File: src/rtl/crossbar_switch_allocator.sv
// crossbar_switch_allocator: per-output round-robin allocator for a 5-port (N,S,W,E,L) crossbar.
// Packets hold their input-to-output route from head to tail, with a watchdog on stuck locks.
`default_nettype none

module crossbar_switch_allocator #(
  parameter int MAX_HOLD = 64
) (
  input  logic        clk_i,
  input  logic        rst_n_i,
  input  logic [4:0]  req_i,
  input  logic [14:0] dest_i,
  input  logic [4:0]  tail_i,
  output logic [14:0] sel_o,
  output logic [4:0]  enable_o,
  output logic [4:0]  out_busy_o,
  output logic [4:0]  err_o,
  output logic [4:0]  timeout_o
);

  localparam int NP = 5;
  localparam int CW = (MAX_HOLD < 2) ? 1 : $clog2(MAX_HOLD + 1);

  typedef enum logic {IDLE = 1'b0, LOCKED = 1'b1} lock_state_t;

  lock_state_t   state    [NP];
  logic [2:0]    lock_out [NP];
  logic [2:0]    ptr      [NP];
  logic [CW-1:0] hold_cnt [NP];
  logic [NP-1:0] err_q;
  logic [NP-1:0] timeout_q;

  logic [NP-1:0] locked;
  logic [NP-1:0] busy;
  logic [NP-1:0] illegal;
  logic [NP-1:0] idle_req;
  logic [NP-1:0] expire;
  logic [NP-1:0] grant_out;
  logic [NP-1:0] granted;
  logic [2:0]    winner   [NP];
  int            cand;

  always_comb begin
    locked   = '0;
    illegal  = '0;
    idle_req = '0;
    expire   = '0;
    for (int i = 0; i < NP; i++) begin
      locked[i]   = (state[i] == LOCKED);
      illegal[i]  = (dest_i[3*i +: 3] > 3'd4) || (dest_i[3*i +: 3] == 3'(i));
      idle_req[i] = !locked[i] && req_i[i] && !illegal[i];
      // Expiry fires on the locked cycle whose increment would reach MAX_HOLD.
      expire[i]   = (MAX_HOLD != 0) && (hold_cnt[i] == CW'(MAX_HOLD - 1));
    end
  end

  always_comb begin
    busy = '0;
    for (int j = 0; j < NP; j++) begin
      for (int i = 0; i < NP; i++) begin
        if (locked[i] && (lock_out[i] == 3'(j))) busy[j] = 1'b1;
      end
    end
  end

  // Busy is taken from registered state, so a freed output waits one cycle before re-arbitration.
  always_comb begin
    grant_out = '0;
    cand      = 0;
    for (int j = 0; j < NP; j++) winner[j] = 3'd0;
    for (int j = 0; j < NP; j++) begin
      for (int off = 0; off < NP; off++) begin
        cand = (int'(ptr[j]) + off) % NP;
        if (!busy[j] && !grant_out[j] && idle_req[cand] &&
            (dest_i[3*cand +: 3] == 3'(j))) begin
          grant_out[j] = 1'b1;
          winner[j]    = 3'(cand);
        end
      end
    end
  end

  always_comb begin
    granted = '0;
    for (int j = 0; j < NP; j++) begin
      for (int i = 0; i < NP; i++) begin
        if (grant_out[j] && (winner[j] == 3'(i))) granted[i] = 1'b1;
      end
    end
  end

  always_ff @(posedge clk_i or negedge rst_n_i) begin
    if (!rst_n_i) begin
      for (int i = 0; i < NP; i++) begin
        state[i]    <= IDLE;
        lock_out[i] <= 3'd0;
        ptr[i]      <= 3'd0;
        hold_cnt[i] <= '0;
      end
      err_q     <= '0;
      timeout_q <= '0;
    end else begin
      for (int i = 0; i < NP; i++) begin
        err_q[i]     <= req_i[i] && !locked[i] && illegal[i];
        timeout_q[i] <= 1'b0;
        if (locked[i]) begin
          if (req_i[i] && tail_i[i]) begin
            state[i] <= IDLE;
          end else if (expire[i]) begin
            state[i]     <= IDLE;
            timeout_q[i] <= 1'b1;
          end
          if (hold_cnt[i] != '1) hold_cnt[i] <= hold_cnt[i] + 1'b1;
        end else if (granted[i]) begin
          state[i]    <= LOCKED;
          lock_out[i] <= dest_i[3*i +: 3];
          hold_cnt[i] <= '0;
        end
      end
      for (int j = 0; j < NP; j++) begin
        if (grant_out[j]) ptr[j] <= (winner[j] == 3'd4) ? 3'd0 : winner[j] + 3'd1;
      end
    end
  end

  always_comb begin
    sel_o = '0;
    for (int i = 0; i < NP; i++) begin
      sel_o[3*i +: 3] = locked[i] ? lock_out[i] : 3'd0;
    end
  end

  assign enable_o   = locked & req_i;
  assign out_busy_o = busy;
  assign err_o      = err_q;
  assign timeout_o  = timeout_q;

endmodule

`default_nettype wire

File: config.mk
export PLATFORM = sky130hd
export DESIGN_NAME = crossbar_switch_allocator
export DESIGN_NICKNAME = d
export VERILOG_FILES = /design/src/rtl/crossbar_switch_allocator.sv
export SDC_FILE = /design/constraint.sdc
export NUM_CORES = 1
export LEC_CHECK = 0
export BUFFER_PORTS_ARGS = -buffer_cell sky130_fd_sc_hd__buf_2
export CORE_MARGIN = 4
export CORE_UTILIZATION = 25
export CTS_BUF_LIST = sky130_fd_sc_hd__clkbuf_4 sky130_fd_sc_hd__clkbuf_8
export CTS_CLUSTER_DIAMETER = 80
export DETAILED_ROUTE_END_ITERATION = 8
export GPL_TIMING_DRIVEN = 0
export PLACE_DENSITY = 0.45
export SYNTH_ARGS = -nofsm -noshare
export SYNTH_HDL_FRONTEND = slang
export SYNTH_SLANG_ARGS = --single-unit
File: constraint.sdc
create_clock -name clk_i -period 12.65 [get_ports clk_i]
set_input_delay 0 -clock clk_i [delete_from_list [all_inputs] [get_ports clk_i]]
set_output_delay 0 -clock clk_i [all_outputs]
set_load 0.1 [all_outputs]
==> flow_summary.json <==
{
  "crit_type": "reg -> reg",
  "port_buffers": 53,
  "whs_ns": 0.05494,
  "critPathLaunch": "ptr[6]$_DFFE_PN0P_",
  "cts_root_buffer": "clkbuf_8",
  "synth_cell_type_count": 117,
  "period_minus_slack_ns": 10.71,
  "critPathMaxFanout": 10,
  "seq_area_frac_synth": 0.07937,
  "pin_count": 62,
  "clockBufferDepth": 2,
  "htree_levels": 3,
  "syn_avg_cell_area_sq_um": 7.522,
  "grt_overflow": 0,
  "whs_path_depth": 3,
  "holdPathEnd": "err_o[2]$_DFF_PN0_",
  "critPathMaxStageDelay_ns": 0.52,
  "insertion_delay_ns": 0.48,
  "tns_ns": 0,
  "clk_pin_slew_ns": 0.18,
  "hold_class": "in -> reg",
  "syn-num-nets": 3723,
  "cp_top_family": "compound AO/OA/AOI/OAI gates",
  "grt_pass1_wl_mm": 157.9,
  "path_depth": 39,
  "fin_worst_skew_ns": 0.06943,
  "drt_iter0_drc": 2484,
  "drtPass1Iterations": 6,
  "reg2reg_from": "ptr[6]$_DFFE_PN0P_",
  "wire_per_inst_um": 21.87,
  "core_area_sq_mm": 0.1001,
  "rrSetupSlack_ns": 1.94,
  "path_buf_inv": 11,
  "max_freq_mhz": 93.35,
  "cp_slowest_cell": "o221ai_1",
  "layout_common_cells": "ha_1 (317), nor2_1 (255), inv_1 (231)",
  "area.growth.synth_to_final_pct": 9.440,
  "drc": 0,
  "viasPerCell": 5.592,
  "synth-edff-count": 0,
  "hold_violations": 0,
  "startpoint_type": "flip-flop",
  "die_area_sq_mm": 0.1060,
  "initial_utilization": 0.2519,
  "vias": 26520,
  "r2r-end": "lock_out[4]$_DFFE_PN0P_",
  "drv_slew": 0,
  "final_layout_size_suffix_gt1_frac": 0.09064,
  "syn_area_sq_mm": 0.02522,
  "layout_commonest_cell": "ha_1",
  "status": "finished clean",
  "die_h_um": 325.6,
  "ant_nets": 0,
  "gp_congestion": 0.9309,
  "grt_pass1_vias": 25170,
  "yosysWarnings": 0,
  "layout.nets": 3807,
  "min_from": "dest_i[8]",
  "reg2regPathDepth": 39,
  "setup_viol": 0,
  "synth_ff_type": "dfrtp_1",
  "antenna_found_initial": 4,
  "routed_wl_mm": 103.7,
  "grt_use_total": 0.1883,
  "cts.sinks": 80,
  "cap_violations": 0,
  "rsz0062_at_grt": "false",
  "rows": 116,
  "async_reset_ff_frac": 1.000,
  "cts_tree": "yes",
  "timing.final.crit_share": 0.8469,
  "slew-limit-headroom": 0.1051,
  "syn_inst": 3353,
  "worst_pin_slew_ns": 1.332,
  "worstPathRequired_ns": 12.96,
  "cts_buffers": 9,
  "dp_hpwl_mm": 81.50,
  "crit_top_cell": "ha_1",
  "end_kind": "flip-flop",
  "die_w_um": 325.6,
  "arrival_ns": 11.02,
  "grt_max_degree": 61,
  "ys_seq_elements": 80
}
-- stage by stage --
| step | area (sq um) | worst slack, ns | cells | utilization |
|---|---|---|---|---|
| final | 27600 | 1.937 | 4742 | 0.2756 |
| after global routing | 27600 | 1.047 | 4741 | 0.2756 |
| after CTS | 27590 | 1.929 | 4739 | 0.2755 |
| after detailed placement | 27230 | 2.047 | 4710 | 0.2719 |
| after global placement | 27110 | 1.959 | 4704 | 0.2707 |
| after floorplan | 25220 | 4.455 | 3353 | - |
-- registers in the layout (all words and copies together), names as in the netlist --
register and count:
ptr 15, hold_cnt 35, locked 5, err_o 5, timeout_o 5, lock_out 15
-- metal layers --
metal  track usage  share of wire  vias to the layer above
li1              -              -                    12680
met3       0.01649          0.053                      179
met1        0.2578           0.45                    12700
met2        0.3041           0.45                      964
met5             0              0                        -
met4       0.07862          0.047                        0
-- area by class of cell --
cell class                      count  area, sq um
Multi-Input combinational cell   2826        21490
Tap cell                         1298         1624
Buffer                            193        794.5
Clock buffer                        9        123.9
Fill cell                       11060        72540
Timing Repair Buffer               73        499.2
Sequential cell                    80         2002
Antenna cell                        2        5.005
Clock inverter                      7        108.9
Inverter                          254        953.4
-- tightest hold or removal path, cell delays in order --
cell,delay (ns)
buf_2,0.18
mux2_2,0.20
nor2b_1,0.13
-- logic make-up after synthesis --
group / Yosys count / synth area share
and+or+nand+nor: 1179 / 0.2462
AOI/OAI and AO/OA: 939 / 0.2676
buffers and inverters: 447 / 0.06930
adders and majority gates: 345 / 0.1787
muxes: 203 / 0.09713
xor gates and xnor gates: 160 / 0.06166
DFF: 80 / 0.07937
-- how the worst max path moves through the flow --
| stage | slack, ns | endpoint |
|---|---|---|
| after floorplan | 4.46 | lock_out[3]$_DFFE_PN0P_ |
| after global placement | 1.96 | lock_out[4]$_DFFE_PN0P_ |
| after detailed placement | 2.05 | lock_out[4]$_DFFE_PN0P_ |
| after CTS | 1.93 | lock_out[4]$_DFFE_PN0P_ |
| after global routing | 1.05 | lock_out[4]$_DFFE_PN0P_ |
| final | 1.94 | lock_out[4]$_DFFE_PN0P_ |
-- synth_stat cells (39+ instances only) --
cell	n	share of area
and2_1	45	0.011
nand2_1	227	0.034
xor2_1	46	0.016
mux2i_1	130	0.052
clkbuf_1	130	0.019
nand4_1	45	0.011
nand2b_1	79	0.020
nand3_1	105	0.021
inv_1	231	0.034
o211ai_1	40	0.012
mux2_2	43	0.019
a21oi_1	187	0.037
ha_1	317	0.16
nor2b_1	53	0.013
nor2_1	256	0.038
o21ai_0	160	0.032
a21o_1	49	0.015
a31oi_1	39	0.0097
nor3_1	118	0.023
xnor2_1	100	0.035
dfrtp_1	80	0.079
and3_1	42	0.010
-- repair_timing --
| item | 4_1_cts | 5_1_grt |
|---|---|---|
| endpoints found under the setup margin | 0 | 0 |
| resized for setup | 0 | 0 |
| setup buffers | 0 | 0 |
| hold buffers | 13 | 0 |
| endpoints found under the hold margin | 82 | 0 |
Power is left out: the tool's default activity adds up to more than one toggle a clock period on the data nets, which glitch-free logic cannot reach.
